File: config.mk
export PLATFORM = sky130hd
export DESIGN_NAME = mer_calculator_flat
export DESIGN_NICKNAME = d
export VERILOG_FILES = /design/src/rtl/mer_calculator_if.sv /design/src/rtl/mer_calculator.sv /design/src/flat_wrapper.sv
export SDC_FILE = /design/constraint.sdc
export NUM_CORES = 1
export LEC_CHECK = 0
export ABC_AREA = 1
export BUFFER_PORTS_ARGS = -buffer_cell sky130_fd_sc_hd__buf_2
export CAP_MARGIN = 5
export CORE_MARGIN = 2
export CORE_UTILIZATION = 51
export CTS_CLUSTER_DIAMETER = 120
export DETAILED_ROUTE_END_ITERATION = 10
export PLACE_DENSITY = 0.73
export SETUP_SLACK_MARGIN = 0.05
export SYNTH_ARGS = -nofsm -noshare
export SYNTH_HDL_FRONTEND = slang
export SYNTH_SLANG_ARGS = --single-unit
File: constraint.sdc
create_clock -name sys_clk -period 11.2 [get_ports sys_clk]
set_input_delay 0.56 -clock sys_clk [delete_from_list [all_inputs] [get_ports sys_clk]]
set_output_delay 0.56 -clock sys_clk [all_outputs]
set_load 0.01 [all_outputs]
File: src/rtl/mer_calculator_if.sv
// mer_calculator_if
//   Groups the accumulator inputs and result outputs of mer_calculator.
//   master : upstream MER circuit / monitor side (drives strobes and accumulators,
//            receives clear and results)
//   slave  : mer_calculator
//
//   sym_clk_ena                one-cycle symbol strobe
//   meas_enable                1 = run windowed measurement
//   mapper_out_power[39:0]     signal-power accumulator P
//   accumulated_squared_error  squared-error accumulator E [29:0]
//   accumulated_error[35:0]    DC-error accumulator, passed through
//   reference_level[17:0]      signed reference level, passed through
//   clear_accumulator          window-boundary clear to the MER circuit
//   mer_db[11:0]               MER in dB, u8.4
//   mer_ratio[23:0]            saturated P/E quotient, u16.8
//   dc_error_latched[35:0]     accumulated_error captured at window end
//   ref_level_latched[17:0]    reference_level captured at window end
//   mer_valid                  one-cycle result strobe
//   div_by_zero                last result had E == 0
//   busy                       divider/log pipeline active
//   mer_min[11:0]              running minimum of mer_db (optional)
interface mer_calculator_if;
    logic               sym_clk_ena;
    logic               meas_enable;
    logic [39:0]        mapper_out_power;
    logic [29:0]        accumulated_squared_error;
    logic [35:0]        accumulated_error;
    logic signed [17:0] reference_level;
    logic               clear_accumulator;
    logic [11:0]        mer_db;
    logic [23:0]        mer_ratio;
    logic [35:0]        dc_error_latched;
    logic signed [17:0] ref_level_latched;
    logic               mer_valid;
    logic               div_by_zero;
    logic               busy;
    logic [11:0]        mer_min;

    modport master (
        output sym_clk_ena, meas_enable, mapper_out_power,
               accumulated_squared_error, accumulated_error, reference_level,
        input  clear_accumulator, mer_db, mer_ratio, dc_error_latched,
               ref_level_latched, mer_valid, div_by_zero, busy, mer_min
    );

    modport slave (
        input  sym_clk_ena, meas_enable, mapper_out_power,
               accumulated_squared_error, accumulated_error, reference_level,
        output clear_accumulator, mer_db, mer_ratio, dc_error_latched,
               ref_level_latched, mer_valid, div_by_zero, busy, mer_min
    );
endinterface

File: src/rtl/mer_calculator.sv
// mer_calculator
//   Owns the MER measurement window: counts symbols, pulses clear_accumulator at
//   each window boundary while capturing the pre-clear accumulators, then computes
//   MER = P / E with a 48-cycle restoring divider and converts the ratio to dB
//   through a leading-one + 16-entry log2 table. One result per window, presented
//   51 cycles after the clear pulse.
//
// Ports
//   sys_clk   system clock
//   reset     synchronous active-low reset
//   bus       mer_calculator_if.slave (accumulators in, clear and results out)
//
// Parameters
//   WINDOW_LOG2  window length = 2^WINDOW_LOG2 symbols (6..24)
//   DB_OFFSET    signed offset in u8.4 units added to mer_db
//
// Build option
//   MER_MIN_TRACK_EN  when defined, mer_min tracks the smallest mer_db since
//                     reset; otherwise mer_min is tied to 12'hFFF.
//
// state  | meaning
// -------+-----------------------------------------------------------
// IDLE   | waiting for a non-flush window clear
// DIVIDE | restoring divide, one quotient bit per cycle (cycles 1..48)
// LOG1   | leading-one detect + table lookup -> log2_q4 (cycle 49)
// LOG2   | scale log2 to dB, clamp, load result registers (cycle 50)
// DONE   | results valid, mer_valid high (cycle 51)
module mer_calculator #(
    parameter int WINDOW_LOG2 = 16,
    parameter int DB_OFFSET   = 0
) (
    input  logic            sys_clk,
    input  logic            reset,
    mer_calculator_if.slave bus
);

    typedef enum logic [2:0] {
        ST_IDLE,
        ST_DIVIDE,
        ST_LOG1,
        ST_LOG2,
        ST_DONE
    } state_t;

    localparam logic [WINDOW_LOG2-1:0] COUNT_LAST = '1;
    localparam logic signed [20:0]     DB_OFF     = 21'(DB_OFFSET);

    // window counter
    logic [WINDOW_LOG2-1:0] sym_count;
    logic                   clear_acc;
    logic                   clear_flush;
    logic                   flush_pending;

    // datapath state
    state_t             state;
    logic [5:0]         div_timer;
    logic [47:0]        dq;
    logic [29:0]        rem;
    logic [29:0]        divisor;
    logic               e_zero;
    logic [35:0]        dc_hold;
    logic signed [17:0] ref_hold;
    logic signed [10:0] log2_q4;
    logic               q_zero;

    // registered outputs
    logic [11:0]        mer_db_r;
    logic [23:0]        mer_ratio_r;
    logic [35:0]        dc_r;
    logic signed [17:0] ref_r;
    logic               valid_r;
    logic               dz_r;
    logic               busy_r;

    // combinational helpers
    logic [30:0]        trial;
    logic               quo_bit;
    logic [29:0]        rem_next;
    logic [23:0]        q_sat;
    logic [4:0]         lead_k;
    logic [3:0]         mant;
    logic [4:0]         lut_val;
    logic signed [10:0] log2_next;
    logic signed [20:0] log2_ext;
    logic signed [20:0] prod;
    logic signed [20:0] scaled;
    logic signed [20:0] db_sum;
    logic [11:0]        db_next;

    // Symbol counter and window clear. The first strobe after meas_enable rises
    // only flushes the upstream accumulators, since they were integrating while
    // the window was not running.
    always_ff @(posedge sys_clk) begin
        if (!reset) begin
            sym_count     <= '0;
            clear_acc     <= 1'b0;
            clear_flush   <= 1'b0;
            flush_pending <= 1'b0;
        end else begin
            clear_acc   <= 1'b0;
            clear_flush <= 1'b0;
            if (!bus.meas_enable) begin
                sym_count     <= '0;
                flush_pending <= 1'b1;
            end else if (bus.sym_clk_ena) begin
                if (flush_pending) begin
                    sym_count     <= '0;
                    clear_acc     <= 1'b1;
                    clear_flush   <= 1'b1;
                    flush_pending <= 1'b0;
                end else if (sym_count == COUNT_LAST) begin
                    sym_count <= '0;
                    clear_acc <= 1'b1;
                end else begin
                    sym_count <= sym_count + WINDOW_LOG2'(1);
                end
            end
        end
    end

    // Restoring divide step: shift the next numerator bit into the remainder and
    // subtract the divisor when it fits. The quotient shifts into dq from the
    // right as the numerator shifts out of the left.
    assign trial    = {rem, dq[47]};
    assign quo_bit  = (trial >= {1'b0, divisor});
    assign rem_next = quo_bit ? 30'(trial - {1'b0, divisor}) : trial[29:0];

    always_comb begin
        if (e_zero || (|dq[47:24])) begin
            q_sat = 24'hFF_FFFF;
        end else begin
            q_sat = dq[23:0];
        end
    end

    always_comb begin
        lead_k = '0;
        for (int i = 0; i < 24; i++) begin
            if (q_sat[i]) begin
                lead_k = 5'(i);
            end
        end
    end

    // Normalise so the leading one sits at bit 23; the next four bits are the
    // mantissa (zero-padded for small k).
    assign mant = 4'((q_sat << (5'd23 - lead_k)) >> 19);

    // round(16 * log2(1 + m/16))
    always_comb begin
        case (mant)
            4'd0:    lut_val = 5'd0;
            4'd1:    lut_val = 5'd1;
            4'd2:    lut_val = 5'd3;
            4'd3:    lut_val = 5'd4;
            4'd4:    lut_val = 5'd5;
            4'd5:    lut_val = 5'd6;
            4'd6:    lut_val = 5'd7;
            4'd7:    lut_val = 5'd8;
            4'd8:    lut_val = 5'd9;
            4'd9:    lut_val = 5'd10;
            4'd10:   lut_val = 5'd11;
            4'd11:   lut_val = 5'd12;
            4'd12:   lut_val = 5'd13;
            4'd13:   lut_val = 5'd14;
            4'd14:   lut_val = 5'd15;
            default: lut_val = 5'd15;
        endcase
    end

    // (k - 8) * 16 + LUT[m]: the ratio is u16.8, so bit 8 is 2^0.
    assign log2_next = $signed({2'b00, lead_k, 4'b0000}) - 11'sd128
                     + $signed({6'b000000, lut_val});

    // dB = 10*log10(2) * log2 ~= 771/256 * log2, all in q4.
    always_comb begin
        log2_ext = {{10{log2_q4[10]}}, log2_q4};
        prod     = log2_ext * 21'sd771;
        scaled   = prod >>> 8;
        db_sum   = scaled + DB_OFF;
        if (q_zero || (db_sum < 21'sd0)) begin
            db_next = '0;
        end else if (db_sum > 21'sd4095) begin
            db_next = 12'hFFF;
        end else begin
            db_next = db_sum[11:0];
        end
    end

    // Accumulators are captured only on the clear that starts a computation;
    // a clear seen while busy still reaches the MER circuit but leaves the
    // in-flight operands untouched.
    always_ff @(posedge sys_clk) begin
        if (!reset) begin
            state       <= ST_IDLE;
            div_timer   <= '0;
            dq          <= '0;
            rem         <= '0;
            divisor     <= '0;
            e_zero      <= 1'b0;
            dc_hold     <= '0;
            ref_hold    <= '0;
            log2_q4     <= '0;
            q_zero      <= 1'b0;
            mer_db_r    <= '0;
            mer_ratio_r <= '0;
            dc_r        <= '0;
            ref_r       <= '0;
            valid_r     <= 1'b0;
            dz_r        <= 1'b0;
            busy_r      <= 1'b0;
        end else begin
            valid_r <= 1'b0;
            case (state)
                ST_IDLE: begin
                    if (clear_acc && !clear_flush) begin
                        dq        <= {bus.mapper_out_power, 8'h00};
                        rem       <= '0;
                        divisor   <= bus.accumulated_squared_error;
                        e_zero    <= (bus.accumulated_squared_error == '0);
                        dc_hold   <= bus.accumulated_error;
                        ref_hold  <= bus.reference_level;
                        div_timer <= 6'd47;
                        busy_r    <= 1'b1;
                        state     <= ST_DIVIDE;
                    end
                end
                ST_DIVIDE: begin
                    // E == 0 still spends the full 48 cycles so latency is fixed
                    if (!e_zero) begin
                        dq  <= {dq[46:0], quo_bit};
                        rem <= rem_next;
                    end
                    if (div_timer == 6'd0) begin
                        state <= ST_LOG1;
                    end else begin
                        div_timer <= div_timer - 6'd1;
                    end
                end
                ST_LOG1: begin
                    log2_q4 <= log2_next;
                    q_zero  <= (q_sat == 24'd0);
                    state   <= ST_LOG2;
                end
                ST_LOG2: begin
                    mer_db_r    <= db_next;
                    mer_ratio_r <= q_sat;
                    dc_r        <= dc_hold;
                    ref_r       <= ref_hold;
                    dz_r        <= e_zero;
                    valid_r     <= 1'b1;
                    busy_r      <= 1'b0;
                    state       <= ST_DONE;
                end
                ST_DONE: begin
                    state <= ST_IDLE;
                end
                default: begin
                    state <= ST_IDLE;
                end
            endcase
        end
    end

`ifdef MER_MIN_TRACK_EN
    logic [11:0] min_r;

    always_ff @(posedge sys_clk) begin
        if (!reset) begin
            min_r <= 12'hFFF;
        end else if ((state == ST_LOG2) && (db_next < min_r)) begin
            min_r <= db_next;
        end
    end

    assign bus.mer_min = min_r;
`else
    assign bus.mer_min = 12'hFFF;
`endif

    assign bus.clear_accumulator = clear_acc;
    assign bus.mer_db            = mer_db_r;
    assign bus.mer_ratio         = mer_ratio_r;
    assign bus.dc_error_latched  = dc_r;
    assign bus.ref_level_latched = ref_r;
    assign bus.mer_valid         = valid_r;
    assign bus.div_by_zero       = dz_r;
    assign bus.busy              = busy_r;

endmodule

File: src/flat_wrapper.sv
// flat-port wrapper written by rule: the top's interface ports become plain ports
module mer_calculator_flat 
#(
    parameter int WINDOW_LOG2 = 16,
    parameter int DB_OFFSET   = 0
)
  (sys_clk, reset, bus_sym_clk_ena, bus_meas_enable, bus_mapper_out_power, bus_accumulated_squared_error, bus_accumulated_error, bus_reference_level, bus_clear_accumulator, bus_mer_db, bus_mer_ratio, bus_dc_error_latched, bus_ref_level_latched, bus_mer_valid, bus_div_by_zero, bus_busy, bus_mer_min);
  mer_calculator_if bus_i ();
  input  logic sys_clk;
  input  logic reset;
  input wire logic [$bits(bus_i.sym_clk_ena)-1:0] bus_sym_clk_ena;
  input wire logic [$bits(bus_i.meas_enable)-1:0] bus_meas_enable;
  input wire logic [$bits(bus_i.mapper_out_power)-1:0] bus_mapper_out_power;
  input wire logic [$bits(bus_i.accumulated_squared_error)-1:0] bus_accumulated_squared_error;
  input wire logic [$bits(bus_i.accumulated_error)-1:0] bus_accumulated_error;
  input wire logic [$bits(bus_i.reference_level)-1:0] bus_reference_level;
  output wire logic [$bits(bus_i.clear_accumulator)-1:0] bus_clear_accumulator;
  output wire logic [$bits(bus_i.mer_db)-1:0] bus_mer_db;
  output wire logic [$bits(bus_i.mer_ratio)-1:0] bus_mer_ratio;
  output wire logic [$bits(bus_i.dc_error_latched)-1:0] bus_dc_error_latched;
  output wire logic [$bits(bus_i.ref_level_latched)-1:0] bus_ref_level_latched;
  output wire logic [$bits(bus_i.mer_valid)-1:0] bus_mer_valid;
  output wire logic [$bits(bus_i.div_by_zero)-1:0] bus_div_by_zero;
  output wire logic [$bits(bus_i.busy)-1:0] bus_busy;
  output wire logic [$bits(bus_i.mer_min)-1:0] bus_mer_min;
  assign bus_i.sym_clk_ena = bus_sym_clk_ena;
  assign bus_i.meas_enable = bus_meas_enable;
  assign bus_i.mapper_out_power = bus_mapper_out_power;
  assign bus_i.accumulated_squared_error = bus_accumulated_squared_error;
  assign bus_i.accumulated_error = bus_accumulated_error;
  assign bus_i.reference_level = bus_reference_level;
  assign bus_clear_accumulator = bus_i.clear_accumulator;
  assign bus_mer_db = bus_i.mer_db;
  assign bus_mer_ratio = bus_i.mer_ratio;
  assign bus_dc_error_latched = bus_i.dc_error_latched;
  assign bus_ref_level_latched = bus_i.ref_level_latched;
  assign bus_mer_valid = bus_i.mer_valid;
  assign bus_div_by_zero = bus_i.div_by_zero;
  assign bus_busy = bus_i.busy;
  assign bus_mer_min = bus_i.mer_min;
  mer_calculator #(.WINDOW_LOG2(WINDOW_LOG2), .DB_OFFSET(DB_OFFSET)) u_core (.sys_clk(sys_clk), .reset(reset), .bus(bus_i));
endmodule
==> flow_summary.ini, run 1 <==
[run_status]
status = finished, final reports clean

[sta]
setup_tns_ps = 0
drv_slew = 0
fin_ws_ps = 6770
period_share = 0.396
fmax_mhz = 226
finalHoldViolations = 0
worstMarginPinSlew_ps = 932
slew-limit-headroom = 0.378
clock_skew_ps = 9.38
period_minus_slack_ps = 4430
finalSetupViolations = 0
rsz0062_at_grt = false

[route]
drc = 0
drt-total-wl_um = 40200
drt-initial-drc-count = 998
viasPerCell = 5.34
ant_nets = 0
vias = 14400
drtPass1Iterations = 8
wl_per_cell_um = 14.9

[clock_tree]
cts_max_level = 2
postCtsHoldBufs = 0
cts.sinks = 295
clock_latency_ps = 520
root_buffer = clkbuf_16
post_cts_buffers = 0
cts_resized = 0
cts_made_buffers = 34
clk_pin_slew_ps = 60
tritoncts = yes
clock_path_buffers = 3

[floorplanning]
die_h_um = 177
ioPinCount = 234
fp.dieW_um = 177
rows = 63
core_area_sq_um = 29600
dieArea_sq_um = 31300
start_util = 0.515

[yosys]
synth_compound_area_frac = 0.196
async_reset_ff_frac = 0
synth_area_leaders = dfxtp_1 39%, nand2_1 12%, o21ai_0 8.1%, ha_1 7.3%, a21oi_1 6.2%
synthFlopType = dfxtp_1
syn_area_sq_um = 15200
syn_avg_cell_area_sq_um = 7.23
synth_top_family_by_area = simple AND/OR/NAND/NOR gates
synth_warnings = 0
synth-seq-cells = 295
synth_cell_types = 54
seq_area_frac_synth = 0.388
synth-adder-area-share = 0.0915
synth.top_cell.area_share = 0.388
synthSimpleGateAreaFrac = 0.206
synth-xor-area-share = 0.0195
synthMuxAreaShare = 0
synth_edf_count = 0
synth_cells = 2108
synth_top_cell_by_area = dfxtp_1

[finish]
syn_to_final_growth_pct = 15.7
layout_common_cells = 470 x nand2_1, 295 x dfxtp_1, 251 x inv_1
fin_nets = 2507
drive_gt1_frac = 0.145
final_core_util = 0.596
fin_area_sq_um = 17600
final_common_cell = nand2_1

[worst_setup_path]
worst_setup_path_start_kind = flip-flop
worstPathArrival_ps = 4890
end_kind = flip-flop
crit_fanout = 12
crit_type = reg2reg
cp.required_ps = 11660

[run]
drv_cap = 0

[placed_design]
routabilityCongestion = 0.912
dp_hpwl_um = 28300
place_area_sq_um = 16500
place_ws_ps = 6850
io_buffers = 221

[global_route]
grt_start_max_net_pins = 104
use_met2 = 0.435
grt_use_met3 = 0.0324
grt_use_total = 0.254
grt_antenna_before_repair = 4
grt_pass1_vias = 13400
top_usage_layer = met2
overflow = 0
grt_pass1_wl_um = 65400
grt_use_met1 = 0.330

[power]
p_leak_nw = 8.07
ir_drop_mv = 0.0913
power_density_nw_per_um2 = 163

[min_path]
min-delay-path-class = in2reg
cell usage after synthesis (3+ instances only):
library cell and n:
a211oi_1 4, a21oi_1 190, a31oi_1 47, buf_1 3
buf_2 5, buf_4 15, buf_6 6, clkbuf_1 83
dfxtp_1 295, fa_1 14, ha_1 89, inv_1 252
inv_2 5, nand2_1 470, nand2_2 5, nand2_4 4
nand3_1 79, nand3_2 3, nand4_1 10, nor2_1 123
nor2_2 8, nor2_4 3, nor3_1 28, nor3b_1 4
nor4_1 9, o211ai_1 19, o21a_1 4, o21ai_0 247
o21ai_1 15, o21ai_2 5, o21bai_1 3, xnor2_1 17
xor2_1 17
final timing paths:
path                                  endpoint                             from  slack [ps]  depth (start not counted)
max          u_core.bus.mer_db[0]$_SDFFE_PN0P_   u_core.log2_q4[3]$_SDFFE_PN0N_        6770                         19
min            u_core.dc_hold[35]$_SDFFE_PN0P_        bus_accumulated_error[35]         270                          3
max reg2reg  u_core.bus.mer_db[0]$_SDFFE_PN0P_   u_core.log2_q4[3]$_SDFFE_PN0N_        6770                         19
min reg2reg    u_core.ref_hold[2]$_SDFFE_PN0P_  u_core.ref_hold[2]$_SDFFE_PN0P_         450                          2
state kept, by name, indices dropped and copies added (netlist names), 3 cells and up:
name / count
u_core.sym_count: 16
u_core.log2_q4: 10
u_core.bus.ref_level_latched: 18
u_core.dc_hold: 36
u_core.dq: 48
u_core.divisor: 30
u_core.bus.mer_db: 12
u_core.bus.mer_ratio: 24
u_core.rem: 30
u_core.state: 3
u_core.ref_hold: 18
u_core.bus.dc_error_latched: 36
u_core.div_timer: 6
cell families after synthesis:
group                      count (synthesis)
and+or+nand+nor                          751
AOI/OAI and AO/OA                        552
buffers and inverters                    372
DFF                                      295
adders and majority gates                103
xor gates and xnor gates                  34
other                                      1
report_power, final:
| group | leakage [nW] | internal [mW] | total, mW | switching [mW] |
|---|---|---|---|---|
| sequential | 2.38 | 1.07 | 1.08 | 0.0119 |
| clock | 0.560 | 0.688 | 1.14 | 0.455 |
| combinational | 5.12 | 0.208 | 0.656 | 0.447 |
routing by layer:
| metal | wire, um | vias to the layer above | part of all wire |
|---|---|---|---|
| met5 | 16 | - | 0.00040 |
| met4 | 1190 | 2 | 0.029 |
| met3 | 2160 | 73 | 0.054 |
| met1 | 17800 | 6669 | 0.44 |
| li1 | - | 7246 | - |
| met2 | 19000 | 400 | 0.47 |
per-stage QoR:
stage          power, mW  std cells  hold WS, ps
6_report            2.88       2693          268
5_1_grt             3.03       2692          284
4_1_cts             2.89       2690          246
3_5_place_dp        1.75       2630          439
3_3_place_gp        1.74       2630          433
2_1_floorplan       1.61       2119          425
worst max-delay path, stage by stage, from the launching register on:
cell and delay [ps]:
dfxtp_1 330, ha_1 300, ha_1 300, ha_1 220
inv_1 80, fa_1 430, fa_1 520, inv_1 50
ha_1 320, a21o_1 230, a31oi_1 250, o21ai_1 130
nand2_1 100, nand2_1 50, a21oi_1 160, or2_0 130
nand2_1 50, nor2_1 500, nand2_1 140, nand2_1 90
layout make-up:
type | instances | area [sq um]
Fill cell | 2795 | 11900
Tap cell | 390 | 488
Clock inverter | 18 | 223
Sequential cell | 295 | 5910
Antenna cell | 3 | 7.51
Timing Repair Buffer | 233 | 1200
Inverter | 260 | 981
Multi-Input combinational cell | 1452 | 7900
Clock buffer | 42 | 932
(Power assumes the default switching activity.)
==> run 2, diff against run 1 <==
Clock period 11.2 ns to 4.4 ns, I/O delays scaled along.
==> run 2 against run 1 <==
Against the previous run:
- die area unchanged
- utilization increased by 2.9 points
- global-route usage increased by 0.66 points
- sequential power increased to 2.5 times the previous value
- critical endpoint is now u_core.bus.mer_db[1]$_SDFFE_PN0P_
- largest power group unchanged
- highest routed layer is now met4
==> flow_summary.ini, run 2 (synthesis gave the netlist of run 1 again) <==
[worst_setup_path]
worstReg2RegEnd = u_core.bus.mer_db[1]$_SDFFE_PN0P_
worst_setup_path_start_kind = flip-flop
crit_chain = ha_1 > ha_1 > ha_1 > inv_1 > fa_1 > fa_1 > inv_1 > ha_1 > a21oi_1 > inv_1 > a31oi_2 > o21ai_2 > nand2_1 > nand2_1 > a21oi_1 > or2_0 > nand2_1 > nor2_4 > nand2_1 > nand2_1
cp.required_ps = 4840
timing.rr.start = u_core.log2_q4[5]$_SDFFE_PN0N_
reg2reg_slack_ps = 300
end_kind = flip-flop
crit_path_top_delay_cell = fa_1
crit_type = reg2reg
crit_path_frequent_cell = nand2_1
r2r_cells = 20
slowest_delay_ps = 520
crit_fanout = 12
worstPathArrival_ps = 4550
crit_family = adder cells
path_buf_inv = 3

[run_status]
status = finished, final reports clean

[power]
p_sw_frac = 0.313
combPwrFrac = 0.238
p_leak_nw = 8.43
seqPwrFrac = 0.373
power_frac_clock = 0.390
power.total_mw = 7.38
power.internal_mw = 5.07
ir_drop_mv = 0.287
p_switching_mw = 2.31
power_density_nw_per_um2 = 399

[sta]
finalSetupViolations = 0
period_share = 0.933
rsz0062_at_grt = true
worstMarginPinSlew_ps = 1100
period_minus_slack_ps = 4100
fmax_mhz = 244
finalHoldViolations = 0
clock_skew_ps = 20.5
slew-limit-headroom = 0.263
drv_slew = 0

[finish]
fillers = 2619
antennaDiodeCount = 0
layout.cells.non_filler = 2773
drive_gt1_frac = 0.144
largest_register = u_core.dq
fin_nets = 2590
layout_common_cells = 470 x nand2_1, 295 x dfxtp_1, 251 x inv_1
final_common_cell = nand2_1
syn_to_final_growth_pct = 21.3
largest_reg_flops = 48

[floorplanning]
start_util = 0.515
ioPinCount = 234
dieArea_sq_um = 31300
fp.dieW_um = 177
rows = 63
core_area_sq_um = 29600
die_h_um = 177

[min_path]
hold_end = u_core.dc_hold[9]$_SDFFE_PN0P_
hold-path-cell-count = 3
min-delay-path-class = in2reg
hold_start = bus_accumulated_error[9]

[global_route]
overflow = 0
grt_pass1_vias = 14200
grt_use_total = 0.260
grt_pass1_wl_um = 67500
grt_antenna_before_repair = 0
grt_start_max_net_pins = 104

[clock_tree]
clock_path_buffers = 3
cts_made_buffers = 34
clk_pin_slew_ps = 60
root_buffer = clkbuf_16
clock_latency_ps = 520
cts.sinks = 295
tritoncts = yes
cts_max_level = 2

[route]
drt-initial-drc-count = 873
wl_per_cell_um = 14.8
viasPerCell = 5.29
route.met3.wl_um = 1980
vias = 14700
drt-total-wl_um = 40900
wl_met1_um = 18200
drc = 0
top_layer = met4
drtPass1Iterations = 6
ant_nets = 0
wl_met2_um = 19300

[placed_design]
dp_hpwl_um = 28100
io_buffers = 221
dpl.cell_count = 2633
routabilityCongestion = 0.900

[run]
drv_cap = 0
## run 2: cell count changes in the layout (fill, tap and decap cells not counted), sizes merged
| cell | change |
|---|---|
| buf | +4 |
| bufinv | -1 |
| clkbuf | +3 |
| clkinv | -2 |
| clkinvlp | -1 |
| diode | -3 |
| dlygate4sd3 | +79 |
| inv | +1 |
## run 2: worst max-delay path by stage
stage | from | to | slack, ps | cells after the start
floorplan | u_core.log2_q4[5]$_SDFFE_PN0N_ | u_core.bus.mer_db[5]$_SDFFE_PN0P_ | 640 | 21
global placement | u_core.log2_q4[5]$_SDFFE_PN0N_ | u_core.bus.mer_db[6]$_SDFFE_PN0P_ | 140 | 20
detailed placement | u_core.log2_q4[5]$_SDFFE_PN0N_ | u_core.bus.mer_db[5]$_SDFFE_PN0P_ | -5 | 20
CTS | u_core.log2_q4[5]$_SDFFE_PN0N_ | u_core.bus.mer_db[1]$_SDFFE_PN0P_ | 150 | 20
global route | u_core.log2_q4[5]$_SDFFE_PN0N_ | u_core.bus.mer_db[3]$_SDFFE_PN0P_ | 7 | 20
finish | u_core.log2_q4[5]$_SDFFE_PN0N_ | u_core.bus.mer_db[1]$_SDFFE_PN0P_ | 300 | 20
## run 2: power groups by stage
stage / clock network, mW / registers, mW / logic, mW
detailed placement: 0 / 2.81 / 1.66
global placement: 0 / 2.81 / 1.64
floorplan: 0 / 2.80 / 1.30
global route: 3.05 / 2.75 / 1.98
finish: 2.88 / 2.75 / 1.75
CTS: 2.93 / 2.75 / 1.72
## run 2: area by class of cell
| cell class | instances | area, sq um | area share |
|---|---|---|---|
| multi-input combinational | 1452 | 7920 | 0.429 |
| sequential | 295 | 5910 | 0.320 |
| tap | 390 | 488 | 0.0264 |
| clock inverter | 15 | 191 | 0.0104 |
| timing repair buffer | 316 | 2030 | 0.110 |
| clock buffer | 45 | 963 | 0.0521 |
| inverter | 260 | 981 | 0.0531 |
## run 2: what timing repair did
item / in CTS / in global routing
gates resized for setup: 1 / 5
setup endpoints to repair: 12 / 14
gates cloned: 0 / 0
hold buffers: 79 / 0
buffers inserted: 0 / 1
pin swaps: 0 / 1
hold endpoints to repair: 79 / 0
## run 2: worst register-to-register path: stages, from the launching register on
cell,delay [ps]
dfxtp_1,330
ha_1,290
ha_1,330
ha_1,230
inv_1,70
fa_1,440
fa_1,520
inv_1,40
ha_1,350
a21oi_1,150
inv_1,70
a31oi_2,230
o21ai_2,90
nand2_1,80
nand2_1,50
a21oi_1,160
or2_0,130
nand2_1,90
nor2_4,220
nand2_1,90
nand2_1,60
## run 2: metrics by stage
step,instance area (sq um),util,setup TNS (ps),hold slack [ps],setup slack (ps)
2_1_floorplan,15300,-,0,316,636
3_3_place_gp,16500,0.558,0,432,144
3_5_place_dp,16500,0.558,-8.71,437,-5.19
4_1_cts,18500,0.624,0,2.30,154
5_1_grt,18500,0.625,0,9.98,6.56
6_report,18500,0.625,0,7.08,296
## run 2: metal layers
metal	up-vias	GRT usage
met5	-	0
met4	0	0.108
met3	101	0.0350
met2	417	0.445
met1	6756	0.330
li1	7403	-
==> run 3, diff against run 2 <==
Settings changed: ABC_AREA 1 to unset.
==> run 3 against run 2 <==
Against the previous run:
- synthesized cell count shrank 14%
- setup slack worse by 16 ps
- largest power group unchanged
- sequential share of layout area fell by 0.073 points
- maximum frequency decreased by 0.39%
- clock skew shrank 7.2 ps
- largest cell class unchanged
- global-route usage fell by 0.74 points
- sequential power increased by 2%
- critical endpoint is now u_core.bus.mer_db[8]$_SDFFE_PN0P_
- wire length down 1.9%
==> flow_summary.ini, run 3 <==
[placed_design]
place_ws_ps = -271
routabilityCongestion = 0.901
dp_hpwl_um = 26300
io_buffers = 221
place_area_sq_um = 16500
dpl.cell_count = 2328

[route]
drc = 0
wl_per_cell_um = 16.2
drt-total-wl_um = 40100
drtPass1Iterations = 5
vias = 13800
ant_nets = 0
viasPerCell = 5.57
drt-initial-drc-count = 846

[finish]
fillers = 2440
fin_area_sq_um = 18500
seqCellArea_sq_um = 5910
final_common_cell = nand2_1
drive_gt1_frac = 0.162
fin_nets = 2290
layout_common_cells = 300 x nand2_1, 295 x dfxtp_1, 221 x buf_2
syn_to_final_growth_pct = 21.9
largest_reg_flops = 48
largest_register = u_core.dq
multi_input_area_sq_um = 8420
layout.cells.non_filler = 2474

[power]
ir_drop_mv = 0.285
combPwrFrac = 0.282
seqPwrFrac = 0.355
power_frac_clock = 0.362
power_density_nw_per_um2 = 428
power.internal_mw = 5.41
p_sw_frac = 0.317
p_leak_nw = 7.97
p_switching_mw = 2.51

[worst_setup_path]
cp.required_ps = 4800
worstReg2RegEnd = u_core.bus.mer_db[8]$_SDFFE_PN0P_
crit_chain = ha_1 > ha_1 > ha_1 > inv_1 > fa_1 > fa_1 > inv_1 > ha_1 > a21oi_1 > a31oi_1 > a41oi_2 > a21oi_1 > a21oi_1 > xnor2_1 > nor3_4 > buf_12 > a32o_1
end_kind = flip-flop
r2r_cells = 17
crit_path_frequent_cell = ha_1
crit_fanout = 11
crit_path_top_delay_cell = fa_1
worstPathArrival_ps = 4520
slowest_delay_ps = 510
timing.rr.start = u_core.log2_q4[3]$_SDFFE_PN0N_
crit_type = reg2reg
crit_family = adder cells
path_buf_inv = 3
reg2reg_slack_ps = 280
worst_setup_path_start_kind = flip-flop

[yosys]
synth_cells = 1807
synth_warnings = 0
synthFlopType = dfxtp_1
synth.most_common_cell = nand2_1
synth_edf_count = 0
syn_avg_cell_area_sq_um = 8.41
synthTopCellsByCount = 302 x nand2_1, 295 x dfxtp_1, 146 x a21oi_1
seq_area_frac_synth = 0.389
synth.top_cell.area_share = 0.389
synth_area_leaders = dfxtp_1 39%, nand2_1 7.5%, ha_1 7.3%, mux2i_1 5.7%, a21oi_1 4.8%
synth_top_cell_by_area = dfxtp_1
syn_area_sq_um = 15200
async_reset_ff_frac = 0
synth_cell_types = 82
synth-seq-cells = 295

[global_route]
grt_start_max_net_pins = 92
grt_pass1_vias = 13300
grt_pass1_wl_um = 65100
grt_antenna_before_repair = 1
overflow = 0
grt_use_total = 0.253

[sta]
finalHoldViolations = 0
setup_tns_ps = 0
fmax_mhz = 243
drv_slew = 0
slew-limit-headroom = 0.314
worstMarginPinSlew_ps = 1030
rsz0062_at_grt = false
clock_skew_ps = 13.3
finalSetupViolations = 0
fin_ws_ps = 279
period_minus_slack_ps = 4120
whs_ps = 18.3
period_share = 0.937

[floorplanning]
core_area_sq_um = 29500
start_util = 0.515
dieArea_sq_um = 31200
rows = 63
ioPinCount = 234
die_h_um = 177
fp.dieW_um = 177

[run_status]
status = finished, final reports clean

[min_path]
min-delay-path-class = in2reg
hold_end = u_core.divisor[1]$_SDFFE_PN0P_
hold_start = bus_accumulated_squared_error[1]
hold-path-cell-count = 3

[clock_tree]
cts.sinks = 295
clock_latency_ps = 510
root_buffer = clkbuf_16
cts_max_level = 2
tritoncts = yes
clk_pin_slew_ps = 60
clock_path_buffers = 3
cts_made_buffers = 34

[run]
drv_cap = 0
==> run 3: cell count changes after synthesis, moves of 11 or more <==
cell      change
a31oi_1      -43
nand3_1      -45
o211ai_1     -11
a22o_1       +66
inv_1       -147
a21o_1       +11
a211oi_1     +49
xnor2_1      +14
mux2i_1      +86
o21ai_0     -160
o21ai_1      -14
nand2_1     -168
a21oi_1      -44
==> run 3: layout make-up <==
type | instances | area share
clock buffers | 45 | 0.0519
repair buffers | 331 | 0.116
multi-input cells | 1290 | 0.455
well taps | 390 | 0.0263
flip-flops and latches | 295 | 0.319
diodes | 2 | 0.000270
inverters | 107 | 0.0218
clock inverters | 14 | 0.00993
==> run 3: worst max path at each step <==
| stage | from | endpoint | depth (start not counted) |
|---|---|---|---|
| after global routing | u_core.dq[8]$_SDFFE_PN0P_ | u_core.log2_q4[0]$_SDFFE_PN0N_ | 14 |
| after CTS | u_core.log2_q4[2]$_SDFFE_PN0N_ | u_core.bus.mer_db[8]$_SDFFE_PN0P_ | 17 |
| final | u_core.log2_q4[3]$_SDFFE_PN0N_ | u_core.bus.mer_db[8]$_SDFFE_PN0P_ | 17 |
| after floorplan | u_core.log2_q4[2]$_SDFFE_PN0N_ | u_core.bus.mer_db[0]$_SDFFE_PN0P_ | 18 |
| after detailed placement | u_core.log2_q4[2]$_SDFFE_PN0N_ | u_core.bus.mer_db[8]$_SDFFE_PN0P_ | 17 |
| after global placement | u_core.log2_q4[2]$_SDFFE_PN0N_ | u_core.bus.mer_db[8]$_SDFFE_PN0P_ | 17 |
==> run 3: timing repair <==
| item | 4_1_cts | 5_1_grt |
|---|---|---|
| hold endpoints to repair | 84 | 0 |
| resized for setup | 1 | 4 |
| endpoints found under the setup margin | 12 | 14 |
| pin swaps | 0 | 1 |
| hold buffers | 84 | 0 |
| setup buffers | 0 | 1 |
==> run 3: worst min-delay path: stages <==
cell     delay (ps)
buf_2           140
nand2_1          60
a21oi_1          50
==> run 3: cells by family after synthesis <==
| kind of cell | Yosys count | share of synthesized area |
|---|---|---|
| muxes | 92 | 0.0613 |
| adders and majority gates | 103 | 0.0917 |
| AOI/OAI and AO/OA | 451 | 0.196 |
| DFF | 295 | 0.389 |
| other | 1 | 0.000247 |
| xor gates and xnor gates | 55 | 0.0317 |
| buffers and inverters | 233 | 0.0636 |
| and+or+nand+nor | 577 | 0.167 |
==> run 3: routing by layer <==
layer / GRT usage / vias to the layer above / part of all wire
li1: - / 6763 / -
met1: 0.319 / 6418 / 0.43
met2: 0.427 / 473 / 0.47
met3: 0.0361 / 125 / 0.058
met4: 0.117 / 0 / 0.045
met5: 0 / - / 0
==> run 3: power groups by stage <==
stage	Sequential, mW	Clock [mW]	Combinational [mW]
after floorplan	2.83	0	1.75
after global placement	2.87	0	2.09
after detailed placement	2.87	0	2.13
after CTS	2.81	2.91	2.21
after global routing	2.82	3.03	2.48
final	2.81	2.87	2.24
==> run 3: per-stage QoR <==
stage | utilization | power, mW
finish | 0.628 | 7.92
global route | 0.628 | 8.33
CTS | 0.627 | 7.93
detailed placement | 0.559 | 5.00
global placement | 0.559 | 4.96
floorplan | - | 4.58
